--- src/rtl/tex_column_walker.sv ---
// Column pixel sequencer: expands one DDA ray result into SCREEN_HEIGHT framebuffer writes (ceiling/wall/floor).
// Latency: 16-cycle divide (skipped when no wall) + 1 setup cycle, then 1 row/cycle, or one request/response round trip per textured row.
// Backpressure: col_ready_out is high only in IDLE. Texture fetches wait for tex_valid_in up to TEX_TIMEOUT cycles. The framebuffer port is write-only and never stalls.
//
// Ports:
//   pixel_clk_in / rst_n_in      clock, asynchronous active-low reset
//   col_*                        column descriptor valid/ready handshake (hcount, line height, wallX, map cell)
//   tex_req_out / tex_*_out      one-cycle texel request plus the coordinates held for its duration
//   tex_pixel_in / tex_valid_in  texel response
//   fb_we_out / fb_addr_out / fb_data_out  registered framebuffer write port
//   col_done_out                 pulses with the final write of a column
//   tex_timeout_out              sticky flag, set by any abandoned fetch
module tex_column_walker #(
    parameter int          SCREEN_WIDTH  = 320,
    parameter int          SCREEN_HEIGHT = 180,
    parameter logic [15:0] CEIL_COLOR    = 16'h4208,
    parameter logic [15:0] FLOOR_COLOR   = 16'h8410,
    parameter logic [15:0] FLAT_COLOR    = 16'hF800,
    parameter int          TEX_TIMEOUT   = 7
) (
    input  logic        pixel_clk_in,
    input  logic        rst_n_in,
    input  logic        col_valid_in,
    output logic        col_ready_out,
    input  logic [8:0]  col_hcount_in,
    input  logic [15:0] col_line_height_in,
    input  logic [15:0] col_wallX_in,
    input  logic [3:0]  col_map_in,
    output logic        tex_req_out,
    output logic [15:0] tex_wallX_out,
    output logic [7:0]  tex_vcount_out,
    output logic [3:0]  tex_id_out,
    input  logic [15:0] tex_pixel_in,
    input  logic        tex_valid_in,
    output logic        fb_we_out,
    output logic [15:0] fb_addr_out,
    output logic [15:0] fb_data_out,
    output logic        col_done_out,
    output logic        tex_timeout_out
);

    localparam logic [7:0]  H_LAST    = 8'(SCREEN_HEIGHT - 1);
    localparam logic [7:0]  H_HALF    = 8'(SCREEN_HEIGHT / 2);
    localparam logic [15:0] DIVIDEND  = 16'(SCREEN_HEIGHT * 256);
    localparam logic [15:0] ROW_STEP  = 16'(SCREEN_WIDTH);
    localparam logic [3:0]  WAIT_LAST = 4'(TEX_TIMEOUT - 1);

    typedef enum logic [2:0] {
        S_IDLE, S_DIV, S_SETUP, S_PIXEL, S_WAIT, S_DONE
    } state_t;

    state_t state_q, state_d;

    // Latched descriptor
    logic [8:0]  hcount_q;
    logic [15:0] lh_q;
    logic [15:0] wallx_q;
    logic [3:0]  map_q;

    // Divider: the dividend shifts out of quo_q MSB-first while quotient
    // bits shift in, so after 16 iterations quo_q holds the Q8.8 step.
    logic [15:0] quo_q;
    logic [15:0] rem_q;
    logic [3:0]  div_cnt_q;

    logic [7:0]  draw_start_q, draw_end_q;
    logic [7:0]  row_q;
    logic [15:0] addr_q;      // row_q*SCREEN_WIDTH + hcount, kept incrementally
    logic [23:0] tex_pos_q;
    logic [7:0]  vcount_q;
    logic [3:0]  wait_cnt_q;

    logic        tex_req_q, fb_we_q, done_q, timeout_q;
    logic [15:0] fb_addr_q, fb_data_q;

    // Divider datapath
    logic [16:0] rem_shift;
    logic [15:0] rem_diff;
    logic        div_bit;

    always_comb begin
        rem_shift = {rem_q, quo_q[15]};
        rem_diff  = rem_shift[15:0] - lh_q;
        div_bit   = (rem_shift >= {1'b0, lh_q});
    end

    // Setup datapath: wall span and initial texture position
    logic [14:0] half, skip;
    logic [15:0] end_sum;
    logic [7:0]  start_calc, end_calc;
    logic [23:0] pos_init;

    always_comb begin
        half       = lh_q[15:1];
        start_calc = (half > {7'd0, H_HALF}) ? 8'd0 : (H_HALF - half[7:0]);
        end_sum    = {8'd0, H_HALF} + {1'b0, half} - 16'd1;
        end_calc   = (end_sum > {8'd0, H_LAST}) ? H_LAST : end_sum[7:0];
        // Rows of a wall taller than the screen that fall above row 0
        skip       = (half > {7'd0, H_HALF}) ? (half - {7'd0, H_HALF}) : 15'd0;
        pos_init   = {9'd0, skip} * {8'd0, quo_q};
    end

    // Row classification
    logic       is_ceil, is_floor, textured, last_row, wait_expired;
    logic [7:0] vcount_calc;

    always_comb begin
        is_ceil      = (row_q < draw_start_q);
        is_floor     = (row_q > draw_end_q);
        textured     = (map_q >= 4'd3) && (map_q <= 4'd5);
        last_row     = (row_q == H_LAST);
        wait_expired = (wait_cnt_q == WAIT_LAST);
        vcount_calc  = (tex_pos_q[15:8] > H_LAST) ? H_LAST : tex_pos_q[15:8];
    end

    // State register
    always_ff @(posedge pixel_clk_in or negedge rst_n_in) begin
        if (!rst_n_in) state_q <= S_IDLE;
        else           state_q <= state_d;
    end

    // Next state
    always_comb begin
        state_d = state_q;
        case (state_q)
            S_IDLE:  if (col_valid_in)
                         state_d = (col_line_height_in != 16'd0) ? S_DIV : S_SETUP;
            S_DIV:   if (div_cnt_q == 4'd15) state_d = S_SETUP;
            S_SETUP: state_d = S_PIXEL;
            S_PIXEL: if (!is_ceil && !is_floor && textured) state_d = S_WAIT;
                     else if (last_row)                     state_d = S_DONE;
            S_WAIT:  if (tex_valid_in || wait_expired)
                         state_d = last_row ? S_DONE : S_PIXEL;
            S_DONE:  state_d = S_IDLE;
            default: state_d = S_IDLE;
        endcase
    end

    // Per-cycle actions
    logic        accept, wr_en, row_adv, pos_adv, req, to_hit;
    logic [15:0] wr_data;

    always_comb begin
        accept  = (state_q == S_IDLE) && col_valid_in;
        wr_en   = 1'b0;
        wr_data = 16'd0;
        row_adv = 1'b0;
        pos_adv = 1'b0;
        req     = 1'b0;
        to_hit  = 1'b0;
        case (state_q)
            S_PIXEL: begin
                if (is_ceil) begin
                    wr_en = 1'b1; wr_data = CEIL_COLOR; row_adv = 1'b1;
                end else if (is_floor) begin
                    wr_en = 1'b1; wr_data = FLOOR_COLOR; row_adv = 1'b1;
                end else if (textured) begin
                    req = 1'b1;
                end else begin
                    wr_en = 1'b1; wr_data = FLAT_COLOR; row_adv = 1'b1; pos_adv = 1'b1;
                end
            end
            S_WAIT: begin
                if (tex_valid_in) begin
                    wr_en = 1'b1; wr_data = tex_pixel_in; row_adv = 1'b1; pos_adv = 1'b1;
                end else if (wait_expired) begin
                    wr_en = 1'b1; wr_data = FLAT_COLOR; row_adv = 1'b1; to_hit = 1'b1;
                end
            end
            default: ;
        endcase
    end

    // Datapath and registered outputs
    always_ff @(posedge pixel_clk_in or negedge rst_n_in) begin
        if (!rst_n_in) begin
            hcount_q     <= '0;
            lh_q         <= '0;
            wallx_q      <= '0;
            map_q        <= '0;
            quo_q        <= '0;
            rem_q        <= '0;
            div_cnt_q    <= '0;
            draw_start_q <= '0;
            draw_end_q   <= '0;
            row_q        <= '0;
            addr_q       <= '0;
            tex_pos_q    <= '0;
            vcount_q     <= '0;
            wait_cnt_q   <= '0;
            tex_req_q    <= 1'b0;
            fb_we_q      <= 1'b0;
            fb_addr_q    <= '0;
            fb_data_q    <= '0;
            done_q       <= 1'b0;
            timeout_q    <= 1'b0;
        end else begin
            if (accept) begin
                hcount_q  <= col_hcount_in;
                lh_q      <= col_line_height_in;
                wallx_q   <= col_wallX_in;
                map_q     <= col_map_in;
                quo_q     <= (col_line_height_in != 16'd0) ? DIVIDEND : 16'd0;
                rem_q     <= '0;
                div_cnt_q <= '0;
            end
            if (state_q == S_DIV) begin
                rem_q     <= div_bit ? rem_diff : rem_shift[15:0];
                quo_q     <= {quo_q[14:0], div_bit};
                div_cnt_q <= div_cnt_q + 4'd1;
            end
            if (state_q == S_SETUP) begin
                draw_start_q <= start_calc;
                draw_end_q   <= end_calc;
                tex_pos_q    <= pos_init;
                row_q        <= '0;
                addr_q       <= {7'd0, hcount_q};
            end
            if (row_adv) begin
                row_q  <= row_q + 8'd1;
                addr_q <= addr_q + ROW_STEP;
            end
            if (pos_adv) tex_pos_q <= tex_pos_q + {8'd0, quo_q};
            if (req) begin
                vcount_q   <= vcount_calc;
                wait_cnt_q <= '0;
            end else if (state_q == S_WAIT) begin
                wait_cnt_q <= wait_cnt_q + 4'd1;
            end
            tex_req_q <= req;
            fb_we_q   <= wr_en;
            if (wr_en) begin
                fb_addr_q <= addr_q;
                fb_data_q <= wr_data;
            end
            done_q <= row_adv && last_row;
            if (to_hit) timeout_q <= 1'b1;
        end
    end

    assign col_ready_out   = (state_q == S_IDLE);
    assign tex_req_out     = tex_req_q;
    assign tex_wallX_out   = wallx_q;
    assign tex_vcount_out  = vcount_q;
    assign tex_id_out      = map_q;
    assign fb_we_out       = fb_we_q;
    assign fb_addr_out     = fb_addr_q;
    assign fb_data_out     = fb_data_q;
    assign col_done_out    = done_q;
    assign tex_timeout_out = timeout_q;

endmodule

--- config.mk ---
export PLATFORM = sky130hd
export DESIGN_NAME = tex_column_walker
export DESIGN_NICKNAME = d
export VERILOG_FILES = /design/src/rtl/tex_column_walker.sv
export SDC_FILE = /design/constraint.sdc
export NUM_CORES = 1
export LEC_CHECK = 0
export CORE_MARGIN = 8
export CORE_UTILIZATION = 30
export CTS_CLUSTER_SIZE = 40
export DETAILED_ROUTE_END_ITERATION = 6
export PLACE_DENSITY = 0.59
export SLEW_MARGIN = 0
export SYNTH_ARGS = -nofsm -noshare
export SYNTH_HDL_FRONTEND = slang
export SYNTH_SLANG_ARGS = --single-unit
export TNS_END_PERCENT = 10
--- constraint.sdc ---
create_clock -name pixel_clk_in -period 17.1 [get_ports pixel_clk_in]
set_clock_uncertainty 0.1 [all_clocks]
set_input_delay 5.13 -clock pixel_clk_in [delete_from_list [all_inputs] [get_ports pixel_clk_in]]
set_output_delay 5.13 -clock pixel_clk_in [all_outputs]
set_load 0.02 [all_outputs]
### Yosys cells after proc, flatten, opt, wreduce, memory -nomap -nowiden

Cells that the tools add are included.

* mux-type cells: 50
* magnitude comparators: 8
* equality and inequality tests: 11
* add/subtract/negate cells: 10
* $mul: 1
* reductions and logical operators: 15

Operator list (number)
* $mux W16: 13
* $mux W24: 2
* $mux W8: 5
* $pmux W16 S2: 1
* $add A24 B16 Y24: 1
* $mul A15 B16 Y24: 1
* $mux W3: 6
* $ge A17 B16 Y1: 1
* $add A16 B9 Y16 const B: 1
* $add A7 B15 Y16 const A: 1
* $gt A16 B8 Y1 const B: 1
* $mux W4: 4
* $reduce_bool A16 Y1: 1
* $sub A16 B1 Y16 const B: 1
* $sub A16 B16 Y16: 1
* $gt A15 B7 Y1 const B: 1
* $mux W15: 1
* $pmux W3 S5: 1
* $sub A15 B7 Y15 const B: 1
* $mux W1: 14
* $add A4 B1 Y4 const B: 2
* $add A8 B1 Y8 const B: 1
* $eq A8 B8 Y1 const B: 1
* $gt A8 B8 Y1: 1
* other kinds (20): 32

* input bits: 65
* word-level logic and storage cells: 116
* output and inout port bits: 65
* register bits after elaboration: 196

### Longest topological paths before layout

* word-level depth: 7
* depth in mapped cells: 30

### Worst setup path after synthesis

Ideal clock, no wire load.

* path type: register -> register
* from: reg lh_q[2]
* to: reg tex_pos_q[15]
* data required time: 16906 ps
* setup time: 94 ps
* cell stages (with the launch flop): 30
* arrival time: 6941 ps
* path buffers: 3
* setup slack: 9965 ps
* path through: dfrtp_1 inv_1 clkbuf_1 ha_1 nand4b_1 a32o_1 and2_1 buf_2 nor2_1 clkbuf_1 and2_1 fa_1 inv_1 fa_1 fa_1 fa_1 inv_1 fa_1 inv_1 fa_1 xnor2_1 xnor2_1 xnor2_1 xnor2_1 xnor2_1 xnor2_1 xnor2_1 xnor3_1 xor2_1 a221oi_2

* cells in the longest elaborated chain, start to end: 5

RTL lines
* start: declaration: line 56 `logic [15:0] lh_q;`
* start signal: assignment: line 200 `lh_q <= col_line_height_in;`
* $sub A15 B7 Y15 / $gt A15 B7 Y1 (equally long branches): line 99 `skip = (half > {7'd0, H_HALF}) ? (half - {7'd0, H_HALF}) : 15'd0;`
* $mux W15 *: line 99
* $mul A15 B16 Y24 *: line 100 `pos_init = {9'd0, skip} * {8'd0, quo_q};`
* $mux W24 *: line 212 `if (state_q == S_SETUP) begin`
* $mux W24 *: line 223 `if (pos_adv) tex_pos_q <= tex_pos_q + {8'd0, quo_q};`
* end signal: assignment: line 215 `tex_pos_q <= pos_init;`
* end signal: assignment: line 223
* end: declaration: line 69 `logic [23:0] tex_pos_q;`

Mark *: on every way between the ends. The rest lies on a longest branch, timed or not. The select of a mux whose other input is x is not followed.
A chain may end at the register's enable or synchronous reset.

### Worst setup path after layout

Ends and elaborated chain as after synthesis.

==> impl_metrics.tcl <==
set metrics [dict create \
    synthDistinctLibCells 72 \
    synth_area_sq_um 14170 \
    track_usage_pct 14.11 \
    power.share.switching_pct 22.67 \
    cap_violations 0 \
    r2r-end "tex_pos_q[15]" \
    fmax_mhz 125.1 \
    path_clk_slew_ps 70 \
    p_clk_share_pct 46.3 \
    tightest_slew_ps 1121 \
    nNetsFinal 1951 \
    postCtsSetupBuffers 0 \
    h-tree-depth 4 \
    cts_buffer_depth 2 \
    clock-root-buffer "clkbuf_16" \
    yosys_warnings 0 \
    coreArea_sq_um 46560 \
    n_antenna_cell 0 \
    combPwrFrac_pct 2.9 \
    io_buffers 129 \
    drt_iter0_markers 659 \
    hold_class "flop to flop" \
    power_density_nw_per_um2 52.61 \
    synth_edf_count 0 \
    holdPathStages 2 \
    area_growth_pct 17.16 \
    crit_required_ps 17360 \
    fin_util_pct 35.67 \
    mostFrequentLayoutCells "nand2_1 (326), dfrtp_1 (188), inv_1 (160)" \
    min_to "addr_q[4]" \
    wl_per_cell_um 16.46 \
    rows 79 \
    hold_viol_final 0 \
    p_switching_w 0.0001981 \
    die_area_sq_um 54460 \
    cts_tree "done" \
    die_w_um 233.4 \
    ff2ff_path_depth 26 \
    final_layout_size_suffix_gt1_share_pct 4.315 \
    ir_drop_mv 0.07648 \
    clkSinkCount 188 \
    antenna_found_initial 0 \
    synth.avg_cell_area_sq_um 8.766 \
    r2r-start "lh_q[2]" \
    seq_power_share_pct 50.9 \
    crit_arrival_ps 8250 \
    synth_nets 1865 \
    slew_headroom_pct 24.70 \
    ctsHoldBuffers 0 \
    drc_errors 0 \
    crit_type "flop to flop" \
    setup_viol 0 \
    final_common_cell "nand2_1" \
    fin_tns_setup_ps 0 \
    cts_buffers 17 \
    synthArstFlopShare_pct 100.0 \
    maxSlewViolCount 0 \
    worstSetupEndpointType "flop" \
    grt_first_pass_wirelength_um 62070 \
    overflow 0 \
    vias 11450 \
    insertion_delay_ps 450 \
    min_from "hcount_q[4]" \
    p_leak_nw 8.036 \
    drtPass1Iterations 5 \
    vias_per_cell 4.929 \
    startpoint_type "flop" \
    rsz0062_at_grt "false" \
    wl_um 38230 \
    yosysSeqAreaShare_pct 33.19 \
    grt_max_degree 111 \
    place_ws_ps 9128 \
    ioPinCount 130 \
    setup_slack_ps 9109 \
    status "finished clean" \
    internal_power_w 0.0006755 \
    die_y_um 233.4 \
    start_util_pct 30.45 \
    dp_hpwl_um 28590 \
    gp_congestion 0.8691 \
    finalCriticalPeriod_ps 7991 \
    ctsResizeCount 0 \
    drtAntennaViolNets 0 \
    synthesis.instances 1617 \
    r2r_setup_slack_ps 9110 \
    synth-seq-cells 188 \
    fin_crit_sh_pct 46.73 \
    synth-main-ff-cell "dfrtp_1" \
    grt_pass1_vias 11490 \
    cp_max_fo 17 \
]
-- worst max-delay path by stage --
stage               startpoint       endpoint  slack [ps]  depth (start not counted)
global route           lh_q[2]  tex_pos_q[15]        8520                         25
global placement       lh_q[2]  tex_pos_q[15]        9320                         26
floorplan              lh_q[2]  tex_pos_q[15]        9960                         29
CTS                    lh_q[2]  tex_pos_q[15]        9120                         25
finish                 lh_q[2]  tex_pos_q[15]        9110                         26
detailed placement     lh_q[2]  tex_pos_q[15]        9130                         25
-- cell usage after synthesis (7+ instances only) --
master / count / area share (%)
a21o_1: 11 / 0.58
a21oi_1: 44 / 1.6
xnor2_1: 60 / 3.7
nor4_1: 8 / 0.35
o31ai_1: 7 / 0.37
ha_1: 100 / 8.8
nor3_1: 25 / 0.88
o211ai_1: 7 / 0.37
nand3_1: 49 / 1.7
nand2_1: 327 / 8.7
clkbuf_1: 60 / 1.6
nand4_1: 11 / 0.49
a221o_1: 13 / 0.92
o21ai_0: 99 / 3.5
fa_1: 83 / 12
inv_1: 160 / 4.2
buf_2: 8 / 0.28
nand2b_1: 8 / 0.35
a221oi_1: 7 / 0.43
nor2_1: 82 / 2.2
dfrtp_1: 188 / 33
mux2i_1: 15 / 1.1
a22o_1: 11 / 0.68
nor2b_1: 17 / 0.75
a31oi_1: 15 / 0.66
xor2_1: 17 / 1.1
and3_1: 31 / 1.4
and2_1: 51 / 2.3
o21a_1: 10 / 0.53
-- final cells by class --
cell class / count / area [sq um]
repair buffers: 141 / 1385
multi-input cells: 1190 / 8553
clock inverters: 14 / 160.2
fillers: 4721 / 29950
flip-flops and latches: 188 / 4705
inverters: 165 / 619.3
clock buffers: 17 / 425.4
well taps: 607 / 759.5
-- power by group through the flow --
stage | clock [W] | combinational [W] | sequential (W)
after floorplan | 0 | 0.000000684 | 0.000453
after detailed placement | 0 | 0.0000261 | 0.000453
after global routing | 0.000435 | 0.0000281 | 0.000444
final | 0.000404 | 0.0000252 | 0.000444
after global placement | 0 | 0.0000257 | 0.000453
after CTS | 0.000415 | 0.0000262 | 0.000444
-- registers in the layout, indices dropped and copies added, names as in the netlist, 9 cells and up --
register,cells
hcount_q,9
tex_wallX_out,16
fb_data_out,16
tex_pos_q,16
quo_q,16
lh_q,16
fb_addr_out,16
addr_q,16
rem_q,16
-- metrics by stage --
stage	power [W]	hold WS (ps)	cells	instance area, sq um
2_1_floorplan	0.0004538	338.6	1617	14170
3_3_place_gp	0.0004787	352.2	2291	16020
3_5_place_dp	0.0004791	357.2	2291	16020
4_1_cts	0.0008857	375.2	2322	16610
5_1_grt	0.0009068	394.4	2322	16610
6_report	0.0008736	374.0	2322	16610
-- kinds of logic (layout without fill, tap and decap cells) --
logic type	Yosys count	in the layout	synth area share, %
flops	188	188	33.19
fa+ha+maj	183	183	20.55
mux	20	20	1.456
compound gates	269	269	12.31
simple gates	637	637	20.62
xor+xnor	81	81	5.305
buf+inv	239	337	6.567
-- layer usage --
| metal | routed length, um | up-vias | track usage, % |
|---|---|---|---|
| met3 | 1433 | 27 | 2.256 |
| met5 | 0 | - | 0 |
| li1 | - | 5532 | - |
| met1 | 18540 | 5654 | 19.85 |
| met4 | 469 | 0 | 3.109 |
| met2 | 17790 | 232 | 22.60 |
-- worst max-delay path, stage by stage (launching register included) --
cell and delay [ps]:
dfrtp_1 480, inv_1 420, ha_1 290, nand4b_1 180
a32o_1 330, and2_1 560, nor2_1 310, and2_1 260
fa_1 500, inv_1 50, fa_1 560, fa_1 430
fa_1 480, inv_1 50, fa_1 520, inv_1 60
fa_1 450, xnor2_1 200, xnor2_1 150, xnor2_1 150
xnor2_1 160, xnor2_1 160, xnor2_1 160, xnor2_1 150
xnor3_1 260, xor2_1 200, a221oi_2 270
Note: power is estimated with default switching activity, not from simulation.
